==> src/rtl/alu_secure_mc.sv <==
`default_nettype none
// ============================================================================
// Module : alu_secure_mc
// Multi-cycle WIDTH-bit ALU with valid/ready handshakes, iterative shifts and
// a shift-add multiplier. All outputs are registered and cycle-deterministic.
// Rev    : 1.0
// ============================================================================
module alu_secure_mc #(
  parameter int WIDTH = 4
) (
  input  logic             clk,
  input  logic             rst_n,
  input  logic [WIDTH-1:0] A,
  input  logic [WIDTH-1:0] B,
  input  logic [2:0]       op,
  input  logic             in_valid,
  output logic             in_ready,
  output logic [WIDTH-1:0] result,
  output logic             carry,
  output logic             zero,
  output logic             overflow,
  output logic             out_valid,
  input  logic             out_ready
);

  localparam int SHW = $clog2(WIDTH);

  localparam logic [2:0] c_op_add = 3'b000;
  localparam logic [2:0] c_op_sub = 3'b001;
  localparam logic [2:0] c_op_and = 3'b010;
  localparam logic [2:0] c_op_or  = 3'b011;
  localparam logic [2:0] c_op_xor = 3'b100;
  localparam logic [2:0] c_op_shl = 3'b101;
  localparam logic [2:0] c_op_shr = 3'b110;
  localparam logic [2:0] c_op_mul = 3'b111;

  localparam logic [SHW:0] c_cnt_one = (SHW+1)'(1);
  localparam logic [SHW:0] c_cnt_mul = (SHW+1)'(WIDTH);

  typedef enum logic [1:0] {
    IDLE = 2'd0,
    EXEC = 2'd1,
    DONE = 2'd2
  } state_t;

  state_t state;
  state_t w_state_next;

  logic [WIDTH-1:0]   r_a;
  logic [WIDTH-1:0]   r_b;
  logic [2:0]         r_op;
  logic [SHW:0]       r_cnt;
  logic [2*WIDTH-1:0] r_prod;

  logic               w_accept;
  logic               w_last;
  logic [SHW-1:0]     w_ld_shamt;
  logic [SHW:0]       w_ld_cnt;
  logic [SHW-1:0]     w_shamt;
  logic [WIDTH:0]     w_sum;
  logic [WIDTH-1:0]   w_diff;
  logic [WIDTH-1:0]   w_shl;
  logic [WIDTH-1:0]   w_shr;
  logic [WIDTH:0]     w_mac;
  logic [2*WIDTH-1:0] w_prod_next;
  logic [WIDTH-1:0]   w_res;
  logic               w_c;
  logic               w_v;

  assign w_accept = in_valid && in_ready;
  assign w_last   = (r_cnt == c_cnt_one);

  // Iteration count: shifts take one cycle per bit (minimum one), MUL one per multiplier bit.
  always_comb begin
    w_ld_shamt = B[SHW-1:0];
    w_ld_cnt   = c_cnt_one;
    if (op == c_op_mul) begin
      w_ld_cnt = c_cnt_mul;
    end else if ((op == c_op_shl || op == c_op_shr) && (w_ld_shamt != '0)) begin
      w_ld_cnt = {1'b0, w_ld_shamt};
    end
  end

  always_comb begin
    w_shamt     = r_b[SHW-1:0];
    w_sum       = {1'b0, r_a} + {1'b0, r_b};
    w_diff      = r_a - r_b;
    w_shl       = {r_a[WIDTH-2:0], 1'b0};
    w_shr       = {1'b0, r_a[WIDTH-1:1]};
    // Low half of r_prod holds the remaining multiplier bits; high half accumulates.
    w_mac       = {1'b0, r_prod[2*WIDTH-1:WIDTH]} + ({(WIDTH+1){r_prod[0]}} & {1'b0, r_a});
    w_prod_next = {w_mac, r_prod[WIDTH-1:1]};
    w_res       = '0;
    w_c         = 1'b0;
    w_v         = 1'b0;
    case (r_op)
      c_op_add: begin
        w_res = w_sum[WIDTH-1:0];
        w_c   = w_sum[WIDTH];
        w_v   = (r_a[WIDTH-1] == r_b[WIDTH-1]) && (w_sum[WIDTH-1] != r_a[WIDTH-1]);
      end
      c_op_sub: begin
        w_res = w_diff;
        w_c   = (r_a < r_b);
        w_v   = (r_a[WIDTH-1] != r_b[WIDTH-1]) && (w_diff[WIDTH-1] != r_a[WIDTH-1]);
      end
      c_op_and: w_res = r_a & r_b;
      c_op_or:  w_res = r_a | r_b;
      c_op_xor: w_res = r_a ^ r_b;
      c_op_shl: begin
        if (w_shamt == '0) begin
          w_res = r_a;
        end else begin
          w_res = w_shl;
          w_c   = r_a[WIDTH-1];
        end
      end
      c_op_shr: begin
        if (w_shamt == '0) begin
          w_res = r_a;
        end else begin
          w_res = w_shr;
          w_c   = r_a[0];
        end
      end
      c_op_mul: begin
        w_res = w_prod_next[WIDTH-1:0];
        w_v   = |w_prod_next[2*WIDTH-1:WIDTH];
      end
      default: w_res = '0;
    endcase
  end

  always_ff @(posedge clk or negedge rst_n) begin
    if (!rst_n) begin
      state <= IDLE;
    end else begin
      state <= w_state_next;
    end
  end

  always_comb begin
    w_state_next = state;
    in_ready     = 1'b0;
    out_valid    = 1'b0;
    case (state)
      IDLE: begin
        in_ready = 1'b1;
        if (in_valid) w_state_next = EXEC;
      end
      EXEC: begin
        if (w_last) w_state_next = DONE;
      end
      DONE: begin
        out_valid = 1'b1;
        if (out_ready) w_state_next = IDLE;
      end
      default: w_state_next = IDLE;
    endcase
  end

  always_ff @(posedge clk or negedge rst_n) begin
    if (!rst_n) begin
      r_a      <= '0;
      r_b      <= '0;
      r_op     <= '0;
      r_cnt    <= '0;
      r_prod   <= '0;
      result   <= '0;
      carry    <= 1'b0;
      zero     <= 1'b0;
      overflow <= 1'b0;
    end else begin
      case (state)
        IDLE: begin
          if (w_accept) begin
            r_a    <= A;
            r_b    <= B;
            r_op   <= op;
            r_cnt  <= w_ld_cnt;
            r_prod <= {{WIDTH{1'b0}}, B};
          end
        end
        EXEC: begin
          r_cnt <= r_cnt - c_cnt_one;
          if (r_op == c_op_shl && w_shamt != '0) r_a <= w_shl;
          if (r_op == c_op_shr && w_shamt != '0) r_a <= w_shr;
          if (r_op == c_op_mul) r_prod <= w_prod_next;
          if (w_last) begin
            result   <= w_res;
            carry    <= w_c;
            overflow <= w_v;
            zero     <= (w_res == '0);
          end
        end
        default: ;
      endcase
    end
  end

endmodule
`default_nettype wire

==> config.mk <==
export PLATFORM = sky130hd
export DESIGN_NAME = alu_secure_mc
export DESIGN_NICKNAME = d
export VERILOG_FILES = /design/src/rtl/alu_secure_mc.sv
export SDC_FILE = /design/constraint.sdc
export NUM_CORES = 1
export LEC_CHECK = 0
export CORE_MARGIN = 1.5
export CORE_UTILIZATION = 57
export DETAILED_ROUTE_END_ITERATION = 10
export PLACE_DENSITY_LB_ADDON = 0.2
export SYNTH_ARGS = -nofsm -noshare
export SYNTH_HDL_FRONTEND = slang
export SYNTH_SLANG_ARGS = --single-unit
export TNS_END_PERCENT = 50
==> constraint.sdc <==
create_clock -name clk -period 2.6 [get_ports clk]
set_input_delay 0.39 -clock clk [delete_from_list [all_inputs] [get_ports clk]]
set_output_delay 0.39 -clock clk [all_outputs]
set_load 0.005 [all_outputs]
Word level (Yosys, flattened, before mapping)

Cells that the tools add are included.

Bitwise logic cells: 4
Reductions and logical operators: 21
Eq/ne operators: 23
Magnitude comparators: 1
Muxes and demuxes: 24
Add/sub/neg operators: 4

Operator list:

| operator                                             | number |
|---|---|
| one-hot mux 4 bit (8 select lines)                   | 1 |
| equality test 3 bit (second input constant)          | 7 |
| 2-to-1 mux 4 bit                                     | 5 |
| 2-to-1 mux 8 bit                                     | 2 |
| one-hot mux 8 bit (2 select lines)                   | 1 |
| != test 2 bit (second input constant)                | 5 |
| AND reduction 3 bit                                  | 3 |
| 2-to-1 mux 2 bit                                     | 4 |
| one-hot mux 4 bit (2 select lines)                   | 1 |
| equality test 3 x 1 -> 1 bit (second input constant) | 2 |
| equality test 3 x 2 -> 1 bit (second input constant) | 2 |
| logical AND 1 bit                                    | 6 |
| 2-to-1 mux 3 bit                                     | 2 |
| one-hot mux 2 bit (3 select lines)                   | 1 |
| one-hot mux 3 bit (2 select lines)                   | 1 |
| AND reduction 2 bit                                  | 3 |
| nonzero test 2 bit                                   | 3 |
| adder 4 x 4 -> 5 bit                                 | 1 |
| adder 4 x 5 -> 5 bit                                 | 1 |
| bitwise AND 5 x 4 -> 5 bit                           | 1 |
| bitwise AND 4 bit                                    | 1 |
| logical NOT 2 bit                                    | 2 |
| logical NOT 4 bit                                    | 1 |
| < comparator 4 bit                                   | 1 |
| other kinds (15)                                     | 20 |

Input bits: 15
Register bits: 31
Output and inout port bits: 9
Logic and storage cells: 87

Longest topological paths before layout

Depth after elaboration: 7
Depth in mapped cells: 9
Mapped depth without buffers: 9

Worst setup path before layout

OpenSTA, ideal clock, no wires.

Path kind: reg2reg
Start: register r_a[1]
End: register zero
Data required time: 2.508 ns
Data arrival time: 2.043 ns
Path slack: 0.465 ns
Clock period less this slack: 2.135 ns
Stages on the path, launching flop included: 8
Path through: dfrtp_1 > inv_1 > fa_1 > nor2b_1 > o311ai_0 > a222oi_1 > nand2_2 > o31ai_2

Cells in the longest elaborated chain, start to end: 3
Elaborated cells between the ends (all ways): 9
Those cells by class: add/sub: 2; mux: 3; bitwise: 3; reduce/logical: 1

RTL lines:

| item                                     | line | text |
|---|---|---|
| start, declared                          | 49   | `logic [WIDTH-1:0] r_a;` |
| start signal, assigned                   | 186  | `if (r_op == c_op_shl && w_shamt != '0) r_a <= w_shl;` |
| start signal, assigned                   | 187  | `if (r_op == c_op_shr && w_shamt != '0) r_a <= w_shr;` |
| subtractor 4 bit (tied with other cells) | 87   | `w_diff = r_a - r_b;` |
| one-hot mux 4 bit (8 select lines) (*)   | 96   | `case (r_op)` |
| logical NOT 4 bit (*)                    | 193  | `zero <= (w_res == '0);` |
| end signal, assigned                     | 193  |  |
| end, declared                            | 20   | `output logic zero,` |

Mark *: on every way between the ends. The rest lies on a longest branch, timed or not.
A chain may end at the register's enable or synchronous reset.

Final worst setup path

Start: register r_b[0]
End: register zero

Cells in the longest elaborated chain, start to end: 4
Elaborated cells between the ends (all ways): 10
Those cells by class: add/sub: 2; mux: 3; bitwise: 3; reduce/logical: 2

RTL lines:

| item                                                     | line | text |
|---|---|---|
| start, declared                                          | 50   | `logic [WIDTH-1:0] r_b;` |
| start signal, assigned                                   | 165  | `r_b <= '0;` |
| start signal, assigned                                   | 178  | `r_b <= B;` |
| branches (longest 2 deep; another with subtractor 4 bit) | --   |  |
| one-hot mux 4 bit (8 select lines) (*)                   | 96   |  |
| logical NOT 4 bit (*)                                    | 193  |  |

Mark *: on every way between the ends.

==> flow_summary.json <==
{
  "drive_gt1_frac": 0.127,
  "cp_max_fo": 8,
  "busiest_layer": "met2",
  "drc_errors": 0,
  "max_freq_mhz": 423,
  "htreeDepth": 2,
  "hold_path_class": "register to register",
  "crit_type": "register to register",
  "relSlewSlack": 0.485,
  "grtUsageMet3": 0.0400,
  "holdWs_ns": 0.476,
  "p_per_area_mw_per_mm2": 1390,
  "initialDrtViolationCount": 143,
  "cts_buffers": 5,
  "synth_cell_types": 54,
  "path_cells": "ha_1, inv_1, fa_1, nor2b_1, o311ai_0, a222oi_1, nand2_2, o31ai_2",
  "diodes": 0,
  "grt_remaining_overflow": 0,
  "dp.cells": 326,
  "syn_area_per_cell_sq_um": 9.10,
  "synth_async_sr_flop_share": 1.00,
  "die_h_um": 67.2,
  "via_per_inst": 6.05,
  "path_clk_slew_ns": 0.07,
  "rr_worst_depth": 8,
  "leakage_nw": 1.26,
  "status": "completed",
  "initial_core_util": 0.591,
  "num_vias": 2022,
  "grt_util_met2": 0.434,
  "multi_input_area_sq_mm": 0.00144,
  "ios": 24,
  "cts_setup_buffers": 0,
  "clock-sinks": 31,
  "avgRoutedWirePerCell_um": 16.5,
  "synth-edff-count": 0,
  "final_common_cell": "dfrtp_1",
  "yosysSeqAreaShare": 0.330,
  "worst_setup_path_end_kind": "register",
  "synth_area_leaders": "dfrtp_1 (33%), ha_1 (10%), mux2_2 (4.3%)",
  "fin_nets": 320,
  "ir_drop_mv": 0.727,
  "report.final.slew_viol_count": 0,
  "first_global_vias": 1898,
  "yosys.area.top_type": "dfrtp_1",
  "antenna_found_initial": 0,
  "use_met1": 0.363,
  "layout.cells.non_filler": 334,
  "startpoint": "r_b[0]",
  "ant_nets": 0,
  "min_period_ns": 2.36,
  "die-area_sq_mm": 0.00451,
  "dp_hpwl_um": 4180,
  "whs_path_depth": 2,
  "core_area_sq_mm": 0.00397,
  "setup_viol_count_final": 0,
  "tightest_slew_ns": 0.772,
  "arrival_ns": 2.56,
  "r2r_start": "r_b[0]",
  "nFillCells": 323,
  "drv_cap": 0,
  "min-delay-start": "result[1]",
  "synth_top_area_frac": 0.330,
  "grt_first_pass_wirelength_um": 9040,
  "io_buffers": 23,
  "synthCells": 258,
  "synth_top_flop_cell": "dfrtp_1",
  "rsz0062_at_grt": "no",
  "regArea_sq_um": 777,
  "cts_tree": "built",
  "skew_ns": 0.00731,
  "crit_path_start_kind": "register",
  "routabilityCongestion": 0.998,
  "grt_max_degree": 32,
  "wl_um": 5510,
  "clockBufferDepth": 2,
  "synth_area_sq_mm": 0.00235,
  "worstPathRequired_ns": 2.79,
  "row_count": 23,
  "grt_use_total": 0.270,
  "finalHoldViolations": 0,
  "layout_common_cells": "dfrtp_1 (30), clkdlybuf4s50_1 (23), nand2_1 (20)",
  "max_stage_delay_ns": 0.49,
  "first_pass_iters": 8,
  "root_buffer": "clkbuf_8",
  "syn_nets": 295,
  "worstSkewPairLatency_ns": 0.29,
  "finalSetupTns_ns": 0,
  "slowest_stage": "dfrtp_1",
  "ys_ff_latch": 31,
  "syn_to_final_growth_pct": 17.4,
  "fp.dieW_um": 67.2,
  "ys.warnings.count": 0,
  "fin_crit_sh": 0.909
}
synth_stat cells (3+ instances only):
cell type	count
inv_1	19
nand3_1	14
and2_1	4
ha_1	19
nor3_1	4
a21oi_1	11
a31oi_1	7
mux2_2	9
a21o_1	5
a211oi_1	5
dfrtp_1	31
nor2_1	17
and3_1	4
o21ai_0	9
xor2_1	6
fa_1	3
clkbuf_1	5
a22oi_1	3
buf_2	6
nand2_1	20
nor2b_1	12
nand2b_1	4
critical path, delay by kind of cell (launching register included):
kind            cells  cell delay [ns]
compound gates      3             0.78
buf+inv             1             0.07
simple gates        2             0.21
flops               1             0.49
fa+ha+maj           2             0.73
cells by family (layout without fill, tap and decap cells):
family                   Yosys count  after routing  share of synthesized area
AND/OR/NAND/NOR                   91             91                      0.205
XOR/XNOR                           7              7                     0.0261
flip-flops                        31             31                      0.330
adder cells (fa/ha/maj)           22             22                      0.127
multiplexers                      10             10                     0.0474
buffers and inverters             32             58                     0.0576
AO/OA/AOI/OAI                     65             65                      0.206
layer usage:
layer | vias up | wire (um)
met5 | - | 0
met4 | 0 | 104
met3 | 11 | 377
met2 | 84 | 2690
met1 | 950 | 2340
li1 | 977 | -
per-stage QoR:
| stage | total power [mW] | instance area [sq um] | worst slack [ns] | util |
|---|---|---|---|---|
| floorplan | 2.67 | 2350 | 0.465 | - |
| global placement | 3.28 | 2640 | 0.320 | 0.664 |
| detailed placement | 3.32 | 2640 | 0.253 | 0.664 |
| CTS | 3.83 | 2750 | 0.213 | 0.693 |
| global route | 4.17 | 2760 | 0.0628 | 0.694 |
| finish | 3.84 | 2760 | 0.236 | 0.694 |
flip-flops by register name, summed over array words and instances, names as in the netlist:
name	cells
carry	1
r_op	3
state	2
r_cnt	3
r_prod	8
result	4
overflow	1
zero	1
r_b	4
r_a	4
path summary, 6_finish.rpt:
| path | endpoint | slack, ns |
|---|---|---|
| min | result[1] | 0.48 |
| min in group asynchronous | carry | 0.50 |
| min reg2reg | result[1] | 0.48 |
| max reg2reg | zero | 0.24 |
| max | zero | 0.24 |
| max in group asynchronous | r_a[1] | 1.79 |
final cells by class:
type                       instances  share of cell area
timing repair buffer              31               0.105
tap                               50              0.0227
multi-input combinational        195               0.521
clock inverter                     2              0.0127
sequential                        31               0.282
inverter                          19              0.0259
clock buffer                       6              0.0300
report_power, final:
part	switching, mW	total [mW]	internal (mW)
clock	0.184	0.493	0.310
sequential	0.315	1.02	0.709
combinational	1.26	2.32	1.06
total	1.76	3.84	2.08
timing repair:
item / CTS / global route
resized for setup: 0 / 1
hold buffers: 0 / 0
setup endpoints to repair: 0 / 1
Note: power is estimated with default switching activity, not from simulation.
==> edit 1 (same settings) <==
`WIDTH`: 4 -> 8.
--- a/src/rtl/alu_secure_mc.sv
+++ b/src/rtl/alu_secure_mc.sv
@@ -6,7 +6,7 @@
 // Rev    : 1.0
 // ============================================================================
 module alu_secure_mc #(
-  parameter int WIDTH = 4
+  parameter int WIDTH = 8
 ) (
   input  logic             clk,
   input  logic             rst_n,
Interface: changed (resized A, B and result); port bits go from 24 to 36. No check against the original RTL was run, so the function may have changed too.
==> edit 1 against the original RTL <==
Sequential power rose by 57%. Design area rose by 87%. Sequential cell count increased by 21. Wire length grew 130%. Critical path depth is 4 higher. Area after synthesis is 77% higher. Worst setup slack worse by 0.21 ns. Total power increased by 99%. Largest cell class unchanged.
==> edit 1: results <==
{
  "status": "completed",
  "synth-main-ff-cell": "dfrtp_1",
  "dp_slack_ns": -0.151,
  "hp-class": "in -> async",
  "nets": 621,
  "ys_top_cells_by_area": "dfrtp_1 (31%), ha_1 (10%), nand2_1 (5.6%)",
  "gp_congestion": 1.05,
  "track_usage_pct": 33.0,
  "dr_total_vias": 4176,
  "critPathMaxStageDelay_ns": 0.45,
  "syn-instance-count": 502,
  "power.leakage_nw": 2.27,
  "startpoint": "r_prod[0]$_DFFE_PN0P_",
  "clk_pin_slew_ns": 0.10,
  "insertion_delay_ns": 0.31,
  "cp_slowest_cell": "dfrtp_2",
  "avgViaCountPerCell": 6.35,
  "synth-seq-area-share_pct": 31.3,
  "synth.net_count": 562,
  "cts_htree_levels": 2,
  "diodes": 0,
  "dr.pass1.iters": 5,
  "async_reset_ff_share_pct": 100,
  "fin_skew_ns": 0.00644,
  "worst_slew_pin_slew_ns": 1.06,
  "largest_reg_flops": 16,
  "first_global_vias": 3895,
  "crit_arrival_ns": 2.75,
  "synth_common_cells": "nand2_1 (62), dfrtp_1 (52), nor2_1 (51)",
  "grt_max_degree": 28,
  "wl_per_cell_um": 19.0,
  "path_max_fanout": 6,
  "dp_hpwl_um": 8930,
  "grt_pass1_wl_um": 19700,
  "synth.distinct_cells": 68,
  "r2r.worst_path.cells": 12,
  "io_buffers": 35,
  "drive_gt1_share_pct": 19.8,
  "vdd_drop_max_mv": 0.728,
  "drtIter0Drc": 482,
  "place_inst": 638,
  "largest-register": "r_prod"
}
[edit 1: cells by family (layout without fill, tap and decap cells)]
| logic type | Yosys count | after routing | share of synthesized area, % |
|---|---|---|---|
| AND/OR/NAND/NOR | 182 | 182 | 20.9 |
| AO/OA/AOI/OAI | 145 | 145 | 24.3 |
| buffers and inverters | 61 | 121 | 5.83 |
| flip-flops | 52 | 52 | 31.3 |
| adder cells (fa/ha/maj) | 37 | 37 | 11.7 |
| multiplexers | 14 | 14 | 3.76 |
| XOR/XNOR | 11 | 11 | 2.32 |
[edit 1: final timing paths]
kind / slack (ns) / endpoint
setup / recovery: 0.03 / overflow$_DFFE_PN0P_
max in group asynchronous: 1.93 / r_a[2]$_DFFE_PN0P_
hold / removal: 0.04 / r_prod[11]$_DFFE_PN0P_
hold reg to reg: 0.49 / result[3]$_DFFE_PN0P_
setup reg to reg: 0.03 / overflow$_DFFE_PN0P_
min in group clk: 0.49 / result[3]$_DFFE_PN0P_
[edit 1: timing repair]
action | CTS | global route
pin swaps | 4 | 20
buffers inserted | 7 | 5
resized for setup | 13 | 25
setup endpoints to repair | 2 | 3
[edit 1: per-layer routing]
metal  global-route usage [%]  part of all wire [%]
met1                     42.5                    40
met2                     54.7                    48
met3                     4.57                   7.1
met4                     15.9                   5.1
met5                        0                     0
[edit 1: area by class of cell]
class,count,area (um2)
repair buffers,79,701
inverters,34,128
flip-flops and latches,52,1310
fillers,540,1760
multi-input cells,389,2790
clock inverters,2,35.0
well taps,96,120
clock buffers,6,72.6
[edit 1: worst max-delay path: cells and delay by family (launching register included)]
family | cells | cell delay, ns
buffers and inverters | 3 | 0.39
adders and majority gates | 1 | 0.32
AOI/OAI and AO/OA | 5 | 0.72
DFF | 1 | 0.45
and+or+nand+nor | 3 | 0.55
[edit 1: power by group]
part | leakage (nW) | internal, mW | total, mW | switching, mW
combinational | 1.59 | 2.37 | 5.45 | 3.08
clock | 0.0552 | 0.286 | 0.562 | 0.276
sequential | 0.630 | 1.19 | 1.60 | 0.412
total | 2.27 | 3.85 | 7.62 | 3.77
[edit 1: per-stage QoR]
step	area [um2]	power (mW)	hold WS [ns]
2_1_floorplan	4160	4.87	0.0944
3_3_place_gp	4780	6.27	0.383
3_5_place_dp	4780	6.43	0.382
4_1_cts	4980	7.14	0.0452
5_1_grt	5150	8.18	0.0748
6_report	5150	7.62	0.0353
==> edit 2 (config.mk and constraints unchanged) <==
Without the edit above. Register the output `overflow` once more, without a reset; this adds one clock of latency there. The other outputs are not delayed to match.
--- a/src/rtl/alu_secure_mc.sv
+++ b/src/rtl/alu_secure_mc.sv
@@ -43,6 +43,8 @@
     DONE = 2'd2
   } state_t;
 
+  logic overflow_s0;
+
   state_t state;
   state_t w_state_next;
 
@@ -169,7 +171,7 @@
       result   <= '0;
       carry    <= 1'b0;
       zero     <= 1'b0;
-      overflow <= 1'b0;
+      overflow_s0 <= 1'b0;
     end else begin
       case (state)
         IDLE: begin
@@ -189,7 +191,7 @@
           if (w_last) begin
             result   <= w_res;
             carry    <= w_c;
-            overflow <= w_v;
+            overflow_s0 <= w_v;
             zero     <= (w_res == '0);
           end
         end
@@ -198,6 +200,10 @@
     end
   end
 
+  always_ff @(posedge clk) begin
+    overflow <= overflow_s0;
+  end
+
 endmodule
 `default_nettype wire
 
Function: changed (a bounded check fails within 4 cycles, from zero or initial values and one cycle with rst_n low).
==> edit 2 against the original RTL <==
Clock power is 2% lower. Design area is 2.0% lower. Maximum frequency is 0.83% lower. Sequential cell count is 1 higher. Total power is 4.2% lower. Wire length is 1.0% lower. Area after synthesis is 1.7% lower. Utilization is 2.3 points higher. Worst setup slack worse by 0.020 ns. Combinational power is 4% lower. Cell count is 2.7% higher. Global-route usage is 1.1 points higher. Highest routed layer unchanged.
==> edit 2: results <==
{
  "startpoint": "r_a[0]$_DFFE_PN0P_",
  "dr.pass1.iters": 4,
  "synth_common_cells": "nand2_1 (32), dfrtp_1 (31), o21ai_0 (25)",
  "worst_slew_pin_slew_ns": 0.617,
  "power_frac_comb_pct": 60.7,
  "nets": 331,
  "path_max_fanout": 6,
  "gp_congestion": 0.972,
  "async_reset_ff_share_pct": 96.9,
  "track_usage_pct": 28.1,
  "fill_cells": 297,
  "status": "completed",
  "grt_pass1_wl_um": 9230,
  "cpLargestDelayFamily": "adder cells",
  "wl_per_cell_um": 15.9,
  "intPower_mw": 1.99,
  "regToRegSetupSlack_ns": 0.22,
  "synth-seq-area-share_pct": 34.5,
  "fin_skew_ns": 0.00519,
  "power_density_nw_per_um2": 1360,
  "power.leakage_nw": 1.21,
  "first_global_vias": 1906,
  "placementRows": 22,
  "critPathMaxStageDelay_ns": 0.44,
  "synth_enable_flop_cells": 0,
  "drtIter0Drc": 118,
  "synth.distinct_cells": 55,
  "cts_htree_levels": 2,
  "drive_gt1_share_pct": 8.81,
  "ys_top_cells_by_area": "dfrtp_1 (34%), ha_1 (10%), o21ai_0 (5.4%)",
  "r2r_end": "result[2]$_DFFE_PN0P_",
  "dr_total_vias": 2004,
  "vdd_drop_max_mv": 0.774,
  "power_frac_clock_pct": 13.1
}
edit 2: how the worst min path moves through the flow:
stage	slack, ns	start	to	cells after the start
floorplan	0.09	rst_n	carry$_DFFE_PN0P_	0
global placement	0.35	overflow_s0$_DFFE_PN0P_	overflow$_DFF_P_	0
detailed placement	0.36	overflow_s0$_DFFE_PN0P_	overflow$_DFF_P_	0
CTS	0.38	overflow_s0$_DFFE_PN0P_	overflow$_DFF_P_	0
global route	0.39	overflow_s0$_DFFE_PN0P_	overflow$_DFF_P_	0
finish	0.37	overflow_s0$_DFFE_PN0P_	overflow$_DFF_P_	0
edit 2: kinds of logic after synthesis:
group	count (synthesis)	share of synthesized area, %
AOI/OAI and AO/OA	76	21.4
xor gates and xnor gates	8	3.04
adders and majority gates	22	12.9
buffers and inverters	32	5.86
DFF	32	34.5
muxes	6	2.87
and+or+nand+nor	94	19.4
edit 2: through the flow:
stage | hold WS [ns] | area, um2 | utilization (%) | std cells | setup slack (ns)
2_1_floorplan | 0.0944 | 2310 | - | 270 | 0.413
3_3_place_gp | 0.354 | 2590 | 68.8 | 335 | 0.331
3_5_place_dp | 0.361 | 2590 | 68.8 | 335 | 0.267
4_1_cts | 0.376 | 2700 | 71.6 | 343 | 0.247
5_1_grt | 0.393 | 2700 | 71.6 | 343 | 0.0509
6_report | 0.371 | 2700 | 71.6 | 343 | 0.216
edit 2: metal layers:
metal  wire length, um  vias up  global-route usage, %
li1                  -      998                      -
met1              2490      943                   37.9
met2              2600       55                   44.6
met3               286        8                   6.42
met4                76        0                   9.18
met5                 0        -                      0
edit 2: area by class of cell:
type,instances,share of cell area [%]
sequential,32,29.5
clock buffer,6,2.69
multi-input combinational,206,50.9
timing repair buffer,32,11.0
clock inverter,2,1.30
inverter,17,2.36
tap,48,2.22
